--- src/rtl/imm_pkg.sv ---
// imm_pkg: format selects, field positions and extension helpers for the immediate generator
package imm_pkg;

    typedef enum logic [2:0] {
        MODE_D9   = 3'd0,
        MODE_CB19 = 3'd1,
        MODE_B26  = 3'd2,
        MODE_I12  = 3'd3,
        MODE_MOVZ = 3'd4
    } imm_mode_t;

    localparam int D9_LSB          = 12;
    localparam int D9_MSB          = 20;
    localparam int CB19_LSB        = 5;
    localparam int CB19_MSB        = 23;
    localparam int B26_LSB         = 0;
    localparam int B26_MSB         = 25;
    localparam int I12_LSB         = 10;
    localparam int I12_MSB         = 21;
    localparam int MOVZ_LSB        = 5;
    localparam int MOVZ_MSB        = 20;
    localparam int MOVZ_HW_LSB     = 21;
    localparam int MOVZ_HW_MSB     = 22;
    localparam int MOVZ_SHIFT_UNIT = 16;
    localparam int BR_SHIFT        = 2;

    // Left-justify the field so its MSB lands on bit 63, then shift back arithmetically.
    function automatic logic [63:0] sext_field(input logic [31:0] w, input int lsb, input int msb);
        return 64'($signed(64'(w) << (63 - msb)) >>> (63 - msb + lsb));
    endfunction

    // Same trick with a logical shift, so the upper bits fill with zeros.
    function automatic logic [63:0] zext_field(input logic [31:0] w, input int lsb, input int msb);
        return (64'(w) << (63 - msb)) >> (63 - msb + lsb);
    endfunction

endpackage

--- src/rtl/imm_gen_pipe_if.sv ---
// imm_gen_pipe_if: instruction-in / immediate-out handshake bundle
interface imm_gen_pipe_if
    import imm_pkg::*;
#(
    parameter int DATA_W = 64,
    parameter int ERR_W  = 8
);
    logic              in_valid;
    logic              in_ready;
    logic [31:0]       instr;
    imm_mode_t         mode;
    logic              out_valid;
    logic              out_ready;
    logic [DATA_W-1:0] imm;
    logic              out_err;
    logic [ERR_W-1:0]  err_cnt;

    modport master (
        output in_valid, instr, mode, out_ready,
        input  in_ready, out_valid, imm, out_err, err_cnt
    );

    modport slave (
        input  in_valid, instr, mode, out_ready,
        output in_ready, out_valid, imm, out_err, err_cnt
    );
endinterface

--- src/rtl/imm_decode.sv ---
// imm_decode: combinational field extraction, extension and shift for every immediate format
module imm_decode
    import imm_pkg::*;
#(
    parameter int DATA_W = 64
) (
    input  logic [31:0]       instr,
    input  imm_mode_t         mode,
    output logic [DATA_W-1:0] imm,
    output logic              illegal
);
    logic [63:0] wide;

    // Build the result at 64 bits; narrower outputs simply drop the top half.
    always_comb begin
        wide    = '0;
        illegal = 1'b0;
        case (mode)
            MODE_D9:   wide = sext_field(instr, D9_LSB, D9_MSB);
            MODE_CB19: wide = sext_field(instr, CB19_LSB, CB19_MSB) << BR_SHIFT;
            MODE_B26:  wide = sext_field(instr, B26_LSB, B26_MSB) << BR_SHIFT;
            MODE_I12:  wide = zext_field(instr, I12_LSB, I12_MSB);
            MODE_MOVZ: begin
                wide    = zext_field(instr, MOVZ_LSB, MOVZ_MSB) << (MOVZ_SHIFT_UNIT * instr[MOVZ_HW_MSB:MOVZ_HW_LSB]);
                illegal = (DATA_W == 32) && instr[MOVZ_HW_MSB];
            end
            default:   illegal = 1'b1;
        endcase
    end

    assign imm = illegal ? '0 : wide[DATA_W-1:0];
endmodule

--- src/rtl/imm_gen_pipe.sv ---
// imm_gen_pipe: decoded immediates behind a registered valid/ready output with a one-entry skid
module imm_gen_pipe
    import imm_pkg::*;
#(
    parameter int DATA_W = 64,
    parameter int ERR_W  = 8
) (
    input logic           clk,
    input logic           reset,
    imm_gen_pipe_if.slave bus
);
    logic [DATA_W-1:0] dec_imm, out_imm, skid_imm;
    logic              dec_ill, out_valid, out_err, skid_valid, skid_err;
    logic [ERR_W-1:0]  err_cnt;
    logic              acc, out_free;

    imm_decode #(.DATA_W(DATA_W)) u_dec (
        .instr   (bus.instr),
        .mode    (bus.mode),
        .imm     (dec_imm),
        .illegal (dec_ill)
    );

    assign acc      = bus.in_valid && !skid_valid;
    assign out_free = !out_valid || bus.out_ready;

    // OUT refills from SKID first so order is preserved; a stalled OUT diverts new input to SKID.
    always_ff @(posedge clk or negedge reset) begin
        if (!reset) begin
            out_valid  <= 1'b0;
            out_imm    <= '0;
            out_err    <= 1'b0;
            skid_valid <= 1'b0;
            skid_imm   <= '0;
            skid_err   <= 1'b0;
        end else if (out_free) begin
            if (skid_valid) begin
                out_imm    <= skid_imm;
                out_err    <= skid_err;
                skid_valid <= 1'b0;
            end else begin
                out_valid <= acc;
                if (acc) begin
                    out_imm <= dec_imm;
                    out_err <= dec_ill;
                end
            end
        end else if (acc) begin
            skid_valid <= 1'b1;
            skid_imm   <= dec_imm;
            skid_err   <= dec_ill;
        end
    end

    // Count accepted illegal requests, sticking at all-ones.
    always_ff @(posedge clk or negedge reset) begin
        if (!reset)
            err_cnt <= '0;
        else if (acc && dec_ill && err_cnt != '1)
            err_cnt <= err_cnt + 1'b1;
    end

    assign bus.in_ready  = !skid_valid;
    assign bus.out_valid = out_valid;
    assign bus.imm       = out_imm;
    assign bus.out_err   = out_err;
    assign bus.err_cnt   = err_cnt;
endmodule
--- src/flat_wrapper.sv ---
// flat-port wrapper written by rule: the top's interface ports become plain ports
module imm_gen_pipe_flat import imm_pkg::*;
#(
    parameter int DATA_W = 64,
    parameter int ERR_W  = 8
)
  (clk, reset, bus_in_valid, bus_instr, bus_mode, bus_out_ready, bus_in_ready, bus_out_valid, bus_imm, bus_out_err, bus_err_cnt);
  imm_gen_pipe_if #(.DATA_W(DATA_W), .ERR_W(ERR_W)) bus_i ();
  input logic clk;
  input logic reset;
  input wire logic [$bits(bus_i.in_valid)-1:0] bus_in_valid;
  input wire logic [$bits(bus_i.instr)-1:0] bus_instr;
  input wire logic [$bits(bus_i.mode)-1:0] bus_mode;
  input wire logic [$bits(bus_i.out_ready)-1:0] bus_out_ready;
  output wire logic [$bits(bus_i.in_ready)-1:0] bus_in_ready;
  output wire logic [$bits(bus_i.out_valid)-1:0] bus_out_valid;
  output wire logic [$bits(bus_i.imm)-1:0] bus_imm;
  output wire logic [$bits(bus_i.out_err)-1:0] bus_out_err;
  output wire logic [$bits(bus_i.err_cnt)-1:0] bus_err_cnt;
  assign bus_i.in_valid = bus_in_valid;
  assign bus_i.instr = bus_instr;
  assign bus_i.mode = bus_mode;
  assign bus_i.out_ready = bus_out_ready;
  assign bus_in_ready = bus_i.in_ready;
  assign bus_out_valid = bus_i.out_valid;
  assign bus_imm = bus_i.imm;
  assign bus_out_err = bus_i.out_err;
  assign bus_err_cnt = bus_i.err_cnt;
  imm_gen_pipe #(.DATA_W(DATA_W), .ERR_W(ERR_W)) u_core (.clk(clk), .reset(reset), .bus(bus_i));
endmodule
--- config.mk ---
export PLATFORM = sky130hd
export DESIGN_NAME = imm_gen_pipe_flat
export DESIGN_NICKNAME = d
export VERILOG_FILES = /design/src/rtl/imm_pkg.sv /design/src/rtl/imm_gen_pipe_if.sv /design/src/rtl/imm_decode.sv /design/src/rtl/imm_gen_pipe.sv /design/src/flat_wrapper.sv
export SDC_FILE = /design/constraint.sdc
export NUM_CORES = 1
export LEC_CHECK = 0
export ABC_AREA = 1
export CORE_MARGIN = 2
export CORE_UTILIZATION = 35
export DETAILED_ROUTE_END_ITERATION = 12
export SLEW_MARGIN = 10
export SYNTH_ARGS = -nofsm -noshare
export SYNTH_HDL_FRONTEND = slang
export SYNTH_HIERARCHICAL = 1
export SYNTH_SLANG_ARGS = --single-unit
--- constraint.sdc ---
create_clock -name clk -period 1.44 [get_ports clk]
set_input_delay 0.288 -clock clk [delete_from_list [all_inputs] [get_ports clk]]
set_output_delay 0.288 -clock clk [all_outputs]
set_load 0.01 [all_outputs]
==> impl_metrics.json <==
{
  "status": "completed",
  "via_count": 7672,
  "antenna_found_initial": 0,
  "synth_common_cells": "nand2_1, inv_1, o21ai_0",
  "areaGrowthSynthToFinish_pct": 37.5,
  "synth_adder_area_share_pct": 0.160,
  "yosys.area_share.simple_pct": 26.9,
  "hold_viol": 0,
  "grt-ovfl-total": 0,
  "worst_slew_pin_slew_ns": 0.491,
  "yosysSeqAreaShare_pct": 44.8,
  "cts_buffers": 17,
  "path_cells": "inv_4, buf_6, a21oi_4, buf_12, buf_12, buf_4, nand2_1, o21ai_1",
  "dp.cells": 1502,
  "first_pass_iters": 5,
  "required_ns": 1.75,
  "ir_worst_vdd_mv": 0.814,
  "post-synth-top-count-cell": "nand2_1",
  "synth_compound_area_share_pct": 13.8,
  "leakagePower_nw": 5.37,
  "seq_area_um2": 3510,
  "fin_skew_ns": 0.0108,
  "worst_path_largest_cell_delay_ns": 0.50,
  "synthXorXnorAreaFrac_pct": 0.112,
  "routed_wl_um": 23900,
  "grt_pass1_wl_um": 36600,
  "initial_core_util_pct": 35.7,
  "postSynthAreaPerCell_um2": 7.11,
  "synth_top_cell_area_share_pct": 44.8,
  "portBuffers": 107,
  "cts_num_sinks": 140,
  "rsz0062_at_grt": "true",
  "clk_path_buf_depth": 2,
  "design_area_um2": 10800,
  "stdcell_count": 1561,
  "cp_slowest_cell": "dfrtp_4",
  "maxCapViolCount": 0,
  "dieArea_um2": 23500,
  "fmax_mhz": 703,
  "worst_ep_arrival_time_ns": 1.73,
  "clk_pin_slew_ns": 0.06,
  "syn-num-nets": 1139,
  "remaining_drc_errors": 0,
  "synthMuxAreaShare_pct": 0,
  "synthTopCellsByArea": "dfrtp_1, nand2_1, o21ai_0",
  "place.gp.congestion": 0.921,
  "critPathMostFrequentCell": "buf_12",
  "finish.utilization_pct": 49.1,
  "htree_num_levels": 4,
  "hp-class": "in -> async",
  "finalCriticalPeriod_ns": 1.42,
  "ys_ff_latch": 140,
  "synthDistinctLibCells": 27,
  "syn_area_um2": 7820,
  "cts_tree": "yes",
  "dpl_cell_area_um2": 9720,
  "slew_headroom_pct": 67.3,
  "multi_input_area_um2": 3310,
  "synth_ff_type": "dfrtp_1",
  "synth-edff-count": 0,
  "dieHeight_um": 153,
  "fin_nets": 1309,
  "rows": 54,
  "nFillCells": 2229,
  "drt_iter0_drc": 571,
  "ios": 114,
  "clk-insertion-delay-late_ns": 0.42,
  "vias_per_cell": 4.91,
  "root_buffer": "clkbuf_16",
  "first_global_vias": 7056,
  "path_max_fanout": 5,
  "fp.dieW_um": 153,
  "ys_warn_count": 6,
  "p_per_area_nw_per_um2": 1140,
  "yosys.area.top_type": "dfrtp_1",
  "path_class": "reg -> reg",
  "r2r_start": "u_core/skid_valid",
  "grt_use_total_pct": 19.3,
  "end_kind": "register",
  "finalSetupViolCount": 0,
  "fin_crit_sh_pct": 98.8,
  "cp-start-kind": "register",
  "dp_hpwl_um": 15800,
  "startpoint": "u_core/skid_valid",
  "coreArea_um2": 21900,
  "drive_gt1_share_pct": 15.3,
  "slew_violations": 0,
  "ant_nets": 0,
  "fin_tns_setup_ns": 0,
  "synth_top_family_by_area": "simple AND/OR/NAND/NOR gates",
  "avgRoutedWirePerCell_um": 15.3,
  "num_antenna_cells": 0,
  "syn_inst": 1099,
  "async_reset_ff_share_pct": 100,
  "grt_max_degree": 133
}
## per-stage QoR
stage / setup WS [ns] / hold WS (ns) / total power [mW]
6_report: 0.0180 / 0.424 / 12.3
5_1_grt: -0.0295 / 0.460 / 13.0
4_1_cts: 0.00313 / 0.437 / 12.2
3_5_place_dp: -0.785 / 0.301 / 8.07
3_3_place_gp: -0.734 / 0.301 / 8.02
2_1_floorplan: -0.0132 / -0.00759 / 6.50
## power breakdown
group | total [mW] | internal (mW) | switching (mW) | leakage (nW)
clock | 4.19 | 2.51 | 1.68 | 0.265
sequential | 4.97 | 4.62 | 0.358 | 1.84
combinational | 3.12 | 1.39 | 1.73 | 3.26
## cells in the final DEF, fill, tap and decap left out, drive strengths merged
master           n
clkinv           3
inv            180
a21oi           13
o211ai           1
buf            113
clkdlybuf4s50   18
bufinv           1
clkdlybuf4s15    6
nand2          306
dfrtp          140
xnor2            1
nand3           59
dlygate4sd3      1
bufbuf           1
nor2            56
clkinvlp         5
clkbuf          32
nand4           61
nand3b           1
nor3             5
dlymetal6s2s     7
dlygate4sd2     71
o21ai          199
ha               1
## critical path: cells and delay by family, from the launching register on
kind / cells / cell delay, ns
buffers and inverters: 5 / 0.60
DFF: 1 / 0.50
AOI/OAI and AO/OA: 2 / 0.13
and+or+nand+nor: 1 / 0.08
## timing repair
action,in CTS,in global routing
setup buffers,7,10
hold buffers,1,0
pin swaps,0,6
resized for setup,104,90
endpoints found under the hold margin,140,0
cloned,1,9
endpoints found under the setup margin,184,95
## final cells by class
type	instances	area share (%)
Inverter	180	6.44
Tap cell	280	3.26
Timing Repair Buffer	227	21.7
Sequential cell	140	32.6
Multi-Input combinational cell	703	30.8
Clock inverter	9	0.815
Clock buffer	22	4.41
## state kept, by name, summed over array words and instances (netlist names)
signal                count
u_core/bus.err_cnt        8
u_core/bus.imm           64
u_core/bus.out_err        1
u_core/bus.out_valid      1
u_core/skid_err           1
u_core/skid_imm          64
u_core/skid_valid         1
## metal layers
metal,vias up,share of wire [%],track usage [%]
met5,-,0,0
met4,0,1.8,6.29
met3,32,5.2,3.06
met2,227,46,30.2
met1,3575,47,27.3
li1,3838,-,-
## path summary, 6_finish.rpt
check / end / slack, ns / cells past startpoint
min in group clk: u_core/skid_imm[37] / 0.48 / 2
worst max-delay path: u_core/bus.imm[28] / 0.02 / 8
worst min-delay path: u_core/bus.out_err / 0.42 / 3
worst max register to register: u_core/bus.imm[28] / 0.02 / 8
max in group asynchronous: u_core/skid_valid / 0.52 / 3
worst min register to register: u_core/skid_imm[37] / 0.48 / 2
## kinds of logic (layout without fill, tap and decap cells)
logic type               count (synthesis)  in the layout
XOR/XNOR                                 1              1
adder cells (fa/ha/maj)                  1              1
buffers and inverters                  257            438
AO/OA/AOI/OAI                          213            213
flip-flops                             140            140
AND/OR/NAND/NOR                        487            488
Power figures use the tool's default switching activity.
